`config.mk`:
```
export PLATFORM = sky130hd
export DESIGN_NAME = ch8_accum_sat_flat
export DESIGN_NICKNAME = d
export VERILOG_FILES = /design/src/rtl/ch8_accum_sat_if.sv /design/src/rtl/ch8_accum_sat.sv /design/src/flat_wrapper.sv
export SDC_FILE = /design/constraint.sdc
export NUM_CORES = 2
export LEC_CHECK = 0
export ABC_AREA = 1
export BUFFER_PORTS_ARGS = -buffer_cell sky130_fd_sc_hd__buf_2
export CAP_MARGIN = 20
export CORE_ASPECT_RATIO = 0.75
export CORE_MARGIN = 2
export CORE_UTILIZATION = 60
export CTS_BUF_LIST = sky130_fd_sc_hd__clkbuf_2
export DETAILED_ROUTE_END_ITERATION = 7
export PLACE_DENSITY = 0.78
export SLEW_MARGIN = 5
export SYNTH_ARGS = -nofsm -noshare
export SYNTH_HDL_FRONTEND = slang
export SYNTH_SLANG_ARGS = --single-unit
```
`constraint.sdc`:
```
create_clock -name clk -period 19.1 [get_ports clk]
set_input_delay 3.82 -clock clk [delete_from_list [all_inputs] [get_ports clk]]
set_output_delay 3.82 -clock clk [all_outputs]
set_load 0.02 [all_outputs]
```
`src/rtl/ch8_accum_sat_if.sv`:
```
// Stream bundle for the 8-lane frame accumulator: input vector handshake and
// per-frame result handshake.
interface ch8_accum_sat_if #(
  parameter int DW = 8,
  parameter int OW = 8
);
  logic                 in_valid;
  logic                 in_ready;
  logic [7:0][DW-1:0]   in_data;
  logic                 out_valid;
  logic                 out_ready;
  logic [7:0][OW-1:0]   out_data;
  logic [7:0]           out_ovf;

  modport master (output in_valid, in_data, out_ready,
                  input  in_ready, out_valid, out_data, out_ovf);
  modport slave  (input  in_valid, in_data, out_ready,
                  output in_ready, out_valid, out_data, out_ovf);
endinterface

```
`src/rtl/ch8_accum_sat.sv`:
```
// 8-channel signed frame accumulator: sums cfg_len vectors, rounds by cfg_shift,
// saturates each lane to OW bits and holds the result until it is taken.
module ch8_accum_lane #(
  parameter int DW = 8,
  parameter int AW = 16,
  parameter int OW = 8
) (
  input  logic          clk,
  input  logic          rst,
  input  logic          beat,
  input  logic          first,
  input  logic          last,
  input  logic          clear,
  input  logic [3:0]    shift,
  input  logic [DW-1:0] din,
  output logic [OW-1:0] dout,
  output logic          ovf
);
  localparam logic [AW-1:0] AMAX = {1'b0, {(AW-1){1'b1}}};
  localparam logic [AW-1:0] AMIN = {1'b1, {(AW-1){1'b0}}};
  localparam logic [OW-1:0] OMAX = {1'b0, {(OW-1){1'b1}}};
  localparam logic [OW-1:0] OMIN = {1'b1, {(OW-1){1'b0}}};

  logic [AW-1:0]        acc, sum_sat;
  logic                 sticky, sticky_eff, ov_acc, ov_out;
  logic signed [AW:0]   base_x, din_x, sum_w, rnd, rsum, r;
  logic [OW-1:0]        sat_out;

  // One guard bit above AW catches accumulator overflow and keeps the
  // rounding add exact.
  always_comb begin
    base_x     = first ? '0 : {acc[AW-1], acc};
    din_x      = {{(AW+1-DW){din[DW-1]}}, din};
    sum_w      = base_x + din_x;
    ov_acc     = sum_w[AW] != sum_w[AW-1];
    sum_sat    = ov_acc ? (sum_w[AW] ? AMIN : AMAX) : sum_w[AW-1:0];
    rnd        = (shift == 4'd0) ? '0 : ((AW+1)'(1) << (shift - 4'd1));
    rsum       = {sum_sat[AW-1], sum_sat} + rnd;
    r          = rsum >>> shift;
    ov_out     = ~((&r[AW:OW-1]) | ~(|r[AW:OW-1]));
    sat_out    = ov_out ? (r[AW] ? OMIN : OMAX) : r[OW-1:0];
    sticky_eff = ~first & sticky;
  end

  always_ff @(posedge clk) begin
    if (rst) begin
      acc    <= '0;
      sticky <= 1'b0;
      dout   <= '0;
      ovf    <= 1'b0;
    end else begin
      if (clear) begin
        acc    <= '0;
        sticky <= 1'b0;
      end else if (beat) begin
        acc    <= sum_sat;
        sticky <= sticky_eff | ov_acc;
      end
      if (beat && last) begin
        dout <= sat_out;
        ovf  <= sticky_eff | ov_acc | ov_out;
      end
    end
  end
endmodule

module ch8_accum_sat #(
  parameter int DW    = 8,
  parameter int AW    = 16,
  parameter int OW    = 8,
  parameter int LEN_W = 8
) (
  input  logic             clk,
  input  logic             rst,
  input  logic [LEN_W-1:0] cfg_len,
  input  logic [3:0]       cfg_shift,
  ch8_accum_sat_if.slave   bus,
  output logic             busy
);
  localparam int NUM_LANES = 8;

  typedef enum logic {ACC, HOLD} state_t;
  state_t state, state_nxt;

  logic [LEN_W-1:0] count, len_q, eff_len;
  logic [3:0]       shift_q, eff_shift;
  logic             beat, first, last, xfer;
  logic [NUM_LANES-1:0][OW-1:0] lane_data;
  logic [NUM_LANES-1:0]         lane_ovf;

  // The first beat of a frame uses the live config; later beats use the latched copy.
  always_comb begin
    beat      = bus.in_valid && bus.in_ready;
    first     = (count == '0);
    eff_len   = first ? ((cfg_len == '0) ? LEN_W'(1) : cfg_len) : len_q;
    eff_shift = first ? cfg_shift : shift_q;
    last      = (count == eff_len - LEN_W'(1));
    xfer      = bus.out_valid && bus.out_ready;
  end

  always_ff @(posedge clk) begin
    if (rst) state <= ACC;
    else     state <= state_nxt;
  end

  always_comb begin
    state_nxt = state;
    case (state)
      ACC:     if (beat && last) state_nxt = HOLD;
      HOLD:    if (bus.out_ready) state_nxt = ACC;
      default: state_nxt = ACC;
    endcase
  end

  always_comb begin
    bus.in_ready  = (state == ACC);
    bus.out_valid = (state == HOLD);
    busy          = (state == HOLD) || (count != '0);
  end

  always_ff @(posedge clk) begin
    if (rst) begin
      count   <= '0;
      len_q   <= '0;
      shift_q <= '0;
    end else if (beat) begin
      if (first) begin
        len_q   <= eff_len;
        shift_q <= cfg_shift;
      end
      count <= last ? '0 : count + LEN_W'(1);
    end else if (xfer) begin
      count <= '0;
    end
  end

  for (genvar g = 0; g < NUM_LANES; g++) begin : g_lane
    ch8_accum_lane #(.DW(DW), .AW(AW), .OW(OW)) u_lane (
      .clk   (clk),
      .rst   (rst),
      .beat  (beat),
      .first (first),
      .last  (last),
      .clear (xfer),
      .shift (eff_shift),
      .din   (bus.in_data[g]),
      .dout  (lane_data[g]),
      .ovf   (lane_ovf[g])
    );
  end

  assign bus.out_data = lane_data;
  assign bus.out_ovf  = lane_ovf;
endmodule

```
`src/flat_wrapper.sv`:
```
// flat-port wrapper written by rule: the top's interface ports become plain ports
module ch8_accum_sat_flat 
#(
  parameter int DW    = 8,
  parameter int AW    = 16,
  parameter int OW    = 8,
  parameter int LEN_W = 8
)
  (clk, rst, cfg_len, cfg_shift, busy, bus_in_valid, bus_in_data, bus_out_ready, bus_in_ready, bus_out_valid, bus_out_data, bus_out_ovf);
  ch8_accum_sat_if #(.DW(DW), .OW(OW)) bus_i ();
  input  logic clk;
  input  logic rst;
  input  logic [LEN_W-1:0] cfg_len;
  input  logic [3:0] cfg_shift;
  output logic busy;
  input wire logic [$bits(bus_i.in_valid)-1:0] bus_in_valid;
  input wire logic [$bits(bus_i.in_data)-1:0] bus_in_data;
  input wire logic [$bits(bus_i.out_ready)-1:0] bus_out_ready;
  output wire logic [$bits(bus_i.in_ready)-1:0] bus_in_ready;
  output wire logic [$bits(bus_i.out_valid)-1:0] bus_out_valid;
  output wire logic [$bits(bus_i.out_data)-1:0] bus_out_data;
  output wire logic [$bits(bus_i.out_ovf)-1:0] bus_out_ovf;
  assign bus_i.in_valid = bus_in_valid;
  assign bus_i.in_data = bus_in_data;
  assign bus_i.out_ready = bus_out_ready;
  assign bus_in_ready = bus_i.in_ready;
  assign bus_out_valid = bus_i.out_valid;
  assign bus_out_data = bus_i.out_data;
  assign bus_out_ovf = bus_i.out_ovf;
  ch8_accum_sat #(.DW(DW), .AW(AW), .OW(OW), .LEN_W(LEN_W)) u_core (.clk(clk), .rst(rst), .cfg_len(cfg_len), .cfg_shift(cfg_shift), .bus(bus_i), .busy(busy));
endmodule
```
* Yosys cells after proc, flatten, opt, wreduce, memory -nomap -nowiden *
Index checks and enable logic that the tools add are counted.

storage, ports and cells
  flip-flop bits (word level) = 229
  bits of input ports = 80
  output and inout port bits = 75
  word-level logic and storage cells = 200

operators by class
  add/sub/neg operators = 19
  equality and inequality tests = 9
  shift operators = 9
  mux-type cells = 50
  bitwise gates (word level) = 50
  reduce and logical (&&, ||, !) cells = 27

operators by type and width
  kind                    count
  $mux W16                16
  $mux W8                 21
  $mux W17                9
  $add A17 B17 Y17        8
  $add A17 B8 Y17         8
  $sshr A17 B4 Y17        8
  $reduce_and A10 Y1      8
  $reduce_or A10 Y1       8
  $or A1 B1 Y1            24
  $not A1 Y1              18
  $shl A1 B4 Y17 const A  1
  $logic_not A8 Y1        2
  $add A8 B1 Y8 const B   1
  $and A1 B1 Y1           8
  $eq A8 B8 Y1            1
  $ne A1 B1 Y1            8
  $reduce_bool A8 Y1      1
  $sub A8 B1 Y8 const B   1
  $logic_not A4 Y1        1
  $mux W4                 1
  $sub A4 B1 Y4 const B   1
  $logic_and A1 B1 Y1     3
  $mux W1                 2
  $pmux W1 S2             1
  4 further kinds         4

* Longest topological paths before layout *
  depth after elaboration = 12
  depth in mapped cells = 56
  mapped depth without buffers = 51

* By module *
A second synthesis with hierarchy kept.

second synthesis, totals
  cell total of the unflattened synthesis = 6,060
  area total of the unflattened synthesis = 33,266.9 um2

by module, submodules not included
  module                                         times used  cells each  area an instance (um2)
  ch8_accum_lane at u_core.g_lane[4].u_lane ...  4           724         3,915.0
  ch8_accum_lane at u_core.g_lane[1].u_lane ...  2           732         4,071.4
  ch8_accum_lane at u_core.g_lane[0].u_lane      1           732         4,007.6
  ch8_accum_lane at u_core.g_lane[3].u_lane      1           705         3,877.5
  ch8_accum_sat                                  1           263         1,579.0

* Worst setup path after synthesis *
OpenSTA, ideal clock, no wires.

  path kind = input port to flip-flop
  start = input bus_in_data[40]
  end = register u_core.g_lane[5].u_lane.dout[0]
  library setup time = 0.064 ns
  data arrival time = 9.012 ns
  required time = 19.036 ns
  setup slack = 10.024 ns
  cell stages on the path = 40
  buffers on the path = 1
  path through = ha_1 -> fa_1 -> nand2_1 -> inv_1 -> o21ai_0 -> nand2_1 -> nand4_1 -> nand2_1 -> a21boi_0 -> o21ai_0 -> a21boi_0 -> nor2_1 -> nor4_1 -> nor2_1 -> inv_1 -> ha_1 -> nand2_1 -> clkbuf_1 -> (+4 left out) -> nand3_1 -> nand3_1 -> nand2_1 -> nand3_1 -> nand3_1 -> nand2_1 -> inv_1 -> nor2_1 -> inv_1 -> nand2_1 -> nand2_1 -> nand2_1 -> nand3_1 -> nor2_1 -> nand2_1 -> a21oi_1 -> nor2_1 -> nor2_1

between the ends
  word-level cells in the longest chain between the ends = 9
  elaborated cells on any way between the ends = 12
  classes of those cells = add/sub (2); eq/ne (1); shift (1); mux (4); bitwise (2); reduce/logical (2)

ends and longest elaborated chain
  element                                          RTL line                                  text
  start, declared                                  flat_wrapper.sv:17                        input wire logic [$bits(bus_i.in_data)-1:0] bus_in_data;
  $add A17 B8 Y17 (*)                              ch8_accum_sat.sv:34                       sum_w = base_x + din_x;
  $mux W16 / $ne A1 B1 Y1 (equally long branches)  ch8_accum_sat.sv:36, ch8_accum_sat.sv:35
  $mux W16 (*)                                     ch8_accum_sat.sv:36                       sum_sat = ov_acc ? (sum_w[AW] ? AMIN : AMAX) : sum_w[AW-1:0];
  named net u_core.g_lane[5].u_lane.sum_sat[0]     ch8_accum_sat.sv:24                       logic [AW-1:0] acc, sum_sat;
  $add A17 B17 Y17 (*)                             ch8_accum_sat.sv:38                       rsum = {sum_sat[AW-1], sum_sat} + rnd;
  $sshr A17 B4 Y17 (*)                             ch8_accum_sat.sv:39                       r = rsum >>> shift;
  $reduce_or A10 Y1                                ch8_accum_sat.sv:40                       ov_out = ~((&r[AW:OW-1]) | ~(|r[AW:OW-1]));
  $not A1 Y1                                       ch8_accum_sat.sv:40
  $or A1 B1 Y1                                     ch8_accum_sat.sv:40
  $mux W8 (*)                                      ch8_accum_sat.sv:41                       sat_out = ov_out ? (r[AW] ? OMIN : OMAX) : r[OW-1:0];
  end signal, assigned                             ch8_accum_sat.sv:60                       dout <= sat_out;
  end, declared                                    ch8_accum_sat.sv:16                       output logic [OW-1:0] dout,

The timed path passes the listed nets; every way through them passes the cells marked *.
A chain may end at the register's enable or synchronous reset.

* Worst setup path in the final report *
  start = input cfg_shift[1]
  end = register u_core.g_lane[7].u_lane.ovf

between the ends
  word-level cells in the longest chain between the ends = 11
  elaborated cells on any way between the ends = 13
  classes of those cells = add/sub (2); shift (2); mux (2); bitwise (4); reduce/logical (3)

ends and longest elaborated chain
  element               RTL line             text
  start, declared       flat_wrapper.sv:14   input logic [3:0] cfg_shift;
  $mux W4 (*)           ch8_accum_sat.sv:96  eff_shift = first ? cfg_shift : shift_q;
  $sub A4 B1 Y4         ch8_accum_sat.sv:37  rnd = (shift == 4'd0) ? '0 : ((AW+1)'(1) << (shift - 4'd1));
  $shl A1 B4 Y17        ch8_accum_sat.sv:37
  $mux W17              ch8_accum_sat.sv:37
  $add A17 B17 Y17      ch8_accum_sat.sv:38
  $sshr A17 B4 Y17 (*)  ch8_accum_sat.sv:39
  $reduce_or A10 Y1     ch8_accum_sat.sv:40
  $not A1 Y1            ch8_accum_sat.sv:40
  $or A1 B1 Y1 (*)      ch8_accum_sat.sv:40
  $not A1 Y1 (*)        ch8_accum_sat.sv:40
  $or A1 B1 Y1 (*)      ch8_accum_sat.sv:61  ovf <= sticky_eff | ov_acc | ov_out;
  end signal, assigned  ch8_accum_sat.sv:61
  end, declared         ch8_accum_sat.sv:17  output logic ovf

Mark *: on every way between the ends. The rest lies on a longest branch, timed or not.

==> metrics.cfg <==
[timing]
drv_slew=0
final.setup.tns_ns=0
fin_crit_sh=0.482
min_period_ns=9.21
setup_violations=0
finClkSkew_ns=0.0434
hold_viol=0
fmax_ghz=0.109
maxSlewHeadroom=0.191
layout_setup_ws_ns=9.89
rsz0062_at_grt=false
tightest_slew_ns=1.21

[clock_network]
clockBufferDepth=3
numCtsBuffers=66
clk_pin_slew_ns=0.12
clockRootBuffer=clkbuf_2
cts_tree=built
ctsResizeCount=0
clkSinkCount=229
htree_levels=3
cts_hold_buf=0
postCtsSetupBuffers=0
insertion_delay_ns=1.09

[setup_path]
max_stage_delay_ns=0.87
cp_data_arrival_time_ns=10.20
critical_path.slowest_cell=nor2_1
crit_type=in -> reg
reg2reg_from=u_core.count[0]$_SDFFE_PP0P_
r2r_end=u_core.g_lane[0].u_lane.dout[2]$_SDFFE_PP0P_
crit_fanout=60
reg2regPathDepth=43
worstSetupEndpoint=u_core.g_lane[7].u_lane.ovf$_SDFFE_PP0P_
cp-end-kind=flop
cp-start-kind=input port
rrSetupSlack_ns=10.74
cpMostUsedCell=nand2_1
worstPathRequired_ns=20.09
path_buf_inv=8
startpoint=cfg_shift[1]
path_delay_family=simple AND/OR/NAND/NOR gates
cp.depth=32

[floorplanning]
io_pins=155
coreArea_mm2=0.0490
row_count=70
start_util=0.610
chipWidth_um=262
die-area_mm2=0.0516
fp.dieH_um=197

[yosys]
synth_edf_count=0
async_flop_share=0
ys_top_cells_by_area=nand2_1 (18%), dfxtp_1 (15%), ha_1 (11%)
syn_nets=5588
netlist_instances=5223
yosysTopAreaCell=nand2_1
ys.flop_type=dfxtp_1
synth-seq-area-share=0.154
yosys.area.top_type_share=0.177
ys_ff_latch=229
syn_area_mm2=0.0299
yosys_warnings=0
ys_types=57
synth_area_per_cell_um2=5.72

[pwr]
p_leak_nw=17.5
total_power_mw=2.85
ir_worst_vdd_v=0.0000560
powerDensity_mw_per_mm2=90.8

[drt]
ant_nets=0
wire_per_inst_um=15.7
vias_per_cell=5.60
num_vias=33500
routed_wl_um=93900
drt_iter0_drc=3248
remaining_drc_errors=0
drt-pass1-iter-count=6

[placement]
post-place-cells=5855
dpl.hpwl_um=70200
gp_congestion=1.04
post-place-ws_ns=8.89
port_buffers=154

[flow_run]
max_cap_viol_count=0

[grt]
grt_pass1_vias=30200
antenna_found_initial=2
overflow=0
grt_pass1_wl_um=152000
grt_max_degree=93
track_usage=0.363

[cells_and_area]
syn_to_final_growth_pct=5.15
final_layout_size_suffix_gt1_frac=0.0666
stdcell_count=5981
fillCellCount=4937
final_nets=5641

[hold_path]
worst_hold_path_type=reg -> reg

[outcome]
status=completed

==> per-layer routing <==
metal  share of wire  wire length [µm]  GRT usage
met2            0.41             38700      0.558
met4           0.046              4360      0.162
met5               0                 0          0
met3           0.085              7970     0.0744
met1            0.46             42800      0.489
==> Yosys cell counts (16+ instances only) <==
cell      instances
nand3_1         587
inv_1           688
o21bai_1         25
fa_1             16
o211ai_1         25
dfxtp_1         229
ha_1            269
nor3_1           30
nor2_1          466
nand4_1          18
buf_4            27
buf_2            66
nand2_1        1407
a21oi_1         450
xnor2_1          54
o21ai_1          29
clkbuf_1        101
a31oi_1          40
o21ai_0         405
xor2_1          107
==> worst min-delay path by stage <==
| stage | from | endpoint | slack (ns) | depth (start not counted) |
|---|---|---|---|---|
| floorplan | u_core.len_q[7]$_SDFFE_PP0P_ | u_core.len_q[7]$_SDFFE_PP0P_ | 0.43 | 2 |
| global placement | u_core.g_lane[2].u_lane.acc[15]$_SDFFE_PP0P_ | u_core.g_lane[2].u_lane.acc[15]$_SDFFE_PP0P_ | 0.44 | 2 |
| detailed placement | u_core.g_lane[0].u_lane.acc[15]$_SDFFE_PP0P_ | u_core.g_lane[0].u_lane.acc[15]$_SDFFE_PP0P_ | 0.45 | 2 |
| CTS | u_core.g_lane[0].u_lane.acc[15]$_SDFFE_PP0P_ | u_core.g_lane[0].u_lane.acc[15]$_SDFFE_PP0P_ | 0.46 | 2 |
| global route | u_core.len_q[7]$_SDFFE_PP0P_ | u_core.len_q[7]$_SDFFE_PP0P_ | 0.49 | 2 |
| finish | u_core.g_lane[2].u_lane.acc[15]$_SDFFE_PP0P_ | u_core.g_lane[2].u_lane.acc[15]$_SDFFE_PP0P_ | 0.46 | 2 |
==> where the power goes <==
group	leakage [nW]	internal [mW]	switching [mW]	total (mW)
clock	0.460	0.157	0.254	0.411
sequential	1.88	0.519	0.0150	0.534
combinational	15.1	0.602	1.30	1.91
total	17.5	1.28	1.57	2.85
==> state kept, by name, summed over array words and instances (netlist names) <==
| register | count |
|---|---|
| u_core.count | 8 |
| u_core.shift_q | 4 |
| u_core.len_q | 8 |
| u_core.g_lane.u_lane.ovf | 8 |
| u_core.bus.out_valid | 1 |
| u_core.g_lane.u_lane.sticky | 8 |
| u_core.g_lane.u_lane.acc | 128 |
| u_core.g_lane.u_lane.dout | 64 |
==> cell type report <==
cell class / count / area (µm²) / area share
diodes: 6 / 15.0 / 0.000478
clock buffers: 91 / 455 / 0.0145
clock inverters: 28 / 166 / 0.00530
inverters: 699 / 2630 / 0.0838
multi-input cells: 4083 / 21600 / 0.689
flip-flops and latches: 229 / 4580 / 0.146
well taps: 648 / 811 / 0.0258
repair buffers: 197 / 1090 / 0.0348
==> tightest hold or removal path, cell delays in order, from the launching register on <==
cell	delay, ns
dfxtp_1	0.32
inv_1	0.06
a21oi_1	0.05
==> stage by stage <==
stage	hold slack, ns	util	cell area, µm²
3_5_place_dp	0.447	0.628	30800
6_report	0.463	0.641	31400
3_3_place_gp	0.445	0.628	30800
4_1_cts	0.460	0.641	31400
5_1_grt	0.488	0.641	31400
2_1_floorplan	0.430	-	29900
==> cells by family after synthesis <==
kind of cell | Yosys count | synth area share
AND/OR/NAND/NOR | 2570 | 0.358
AO/OA/AOI/OAI | 1057 | 0.191
buffers and inverters | 911 | 0.123
adder cells (fa/ha/maj) | 285 | 0.123
flip-flops | 229 | 0.154
XOR/XNOR | 161 | 0.0472
multiplexers | 10 | 0.00335
==> cell usage in the layout, fill, tap and decap left out, types with 6 or more instances in the layout <==
cell type | Yosys | layout
buf_4 | 27 | 43
nand4_1 | 18 | 18
inv_1 | 688 | 686
ha_1 | 269 | 269
o31ai_1 | 8 | 8
a21o_1 | 8 | 8
mux2i_1 | 10 | 10
xor2_1 | 107 | 107
o21bai_1 | 25 | 25
a21boi_0 | 12 | 12
buf_2 | 66 | 154
a21oi_1 | 450 | 450
nor3_1 | 30 | 29
o211ai_1 | 25 | 25
diode_2 | 0 | 6
o21a_1 | 7 | 6
o21ai_0 | 405 | 405
xnor2_1 | 54 | 54
nand2_2 | 13 | 13
o2111ai_1 | 8 | 8
inv_2 | 7 | 10
fa_1 | 16 | 16
or2_2 | 7 | 7
dfxtp_1 | 229 | 229
a211oi_1 | 11 | 11
o21ai_1 | 29 | 29
clkinv_1 | 2 | 21
nand3b_1 | 11 | 11
nor2_1 | 466 | 464
nand2_1 | 1407 | 1406
clkbuf_2 | 2 | 91
a31oi_1 | 40 | 40
and2_1 | 10 | 10
nand3_1 | 587 | 587
nor4_1 | 6 | 6
Note: power is estimated with default switching activity, not from simulation.
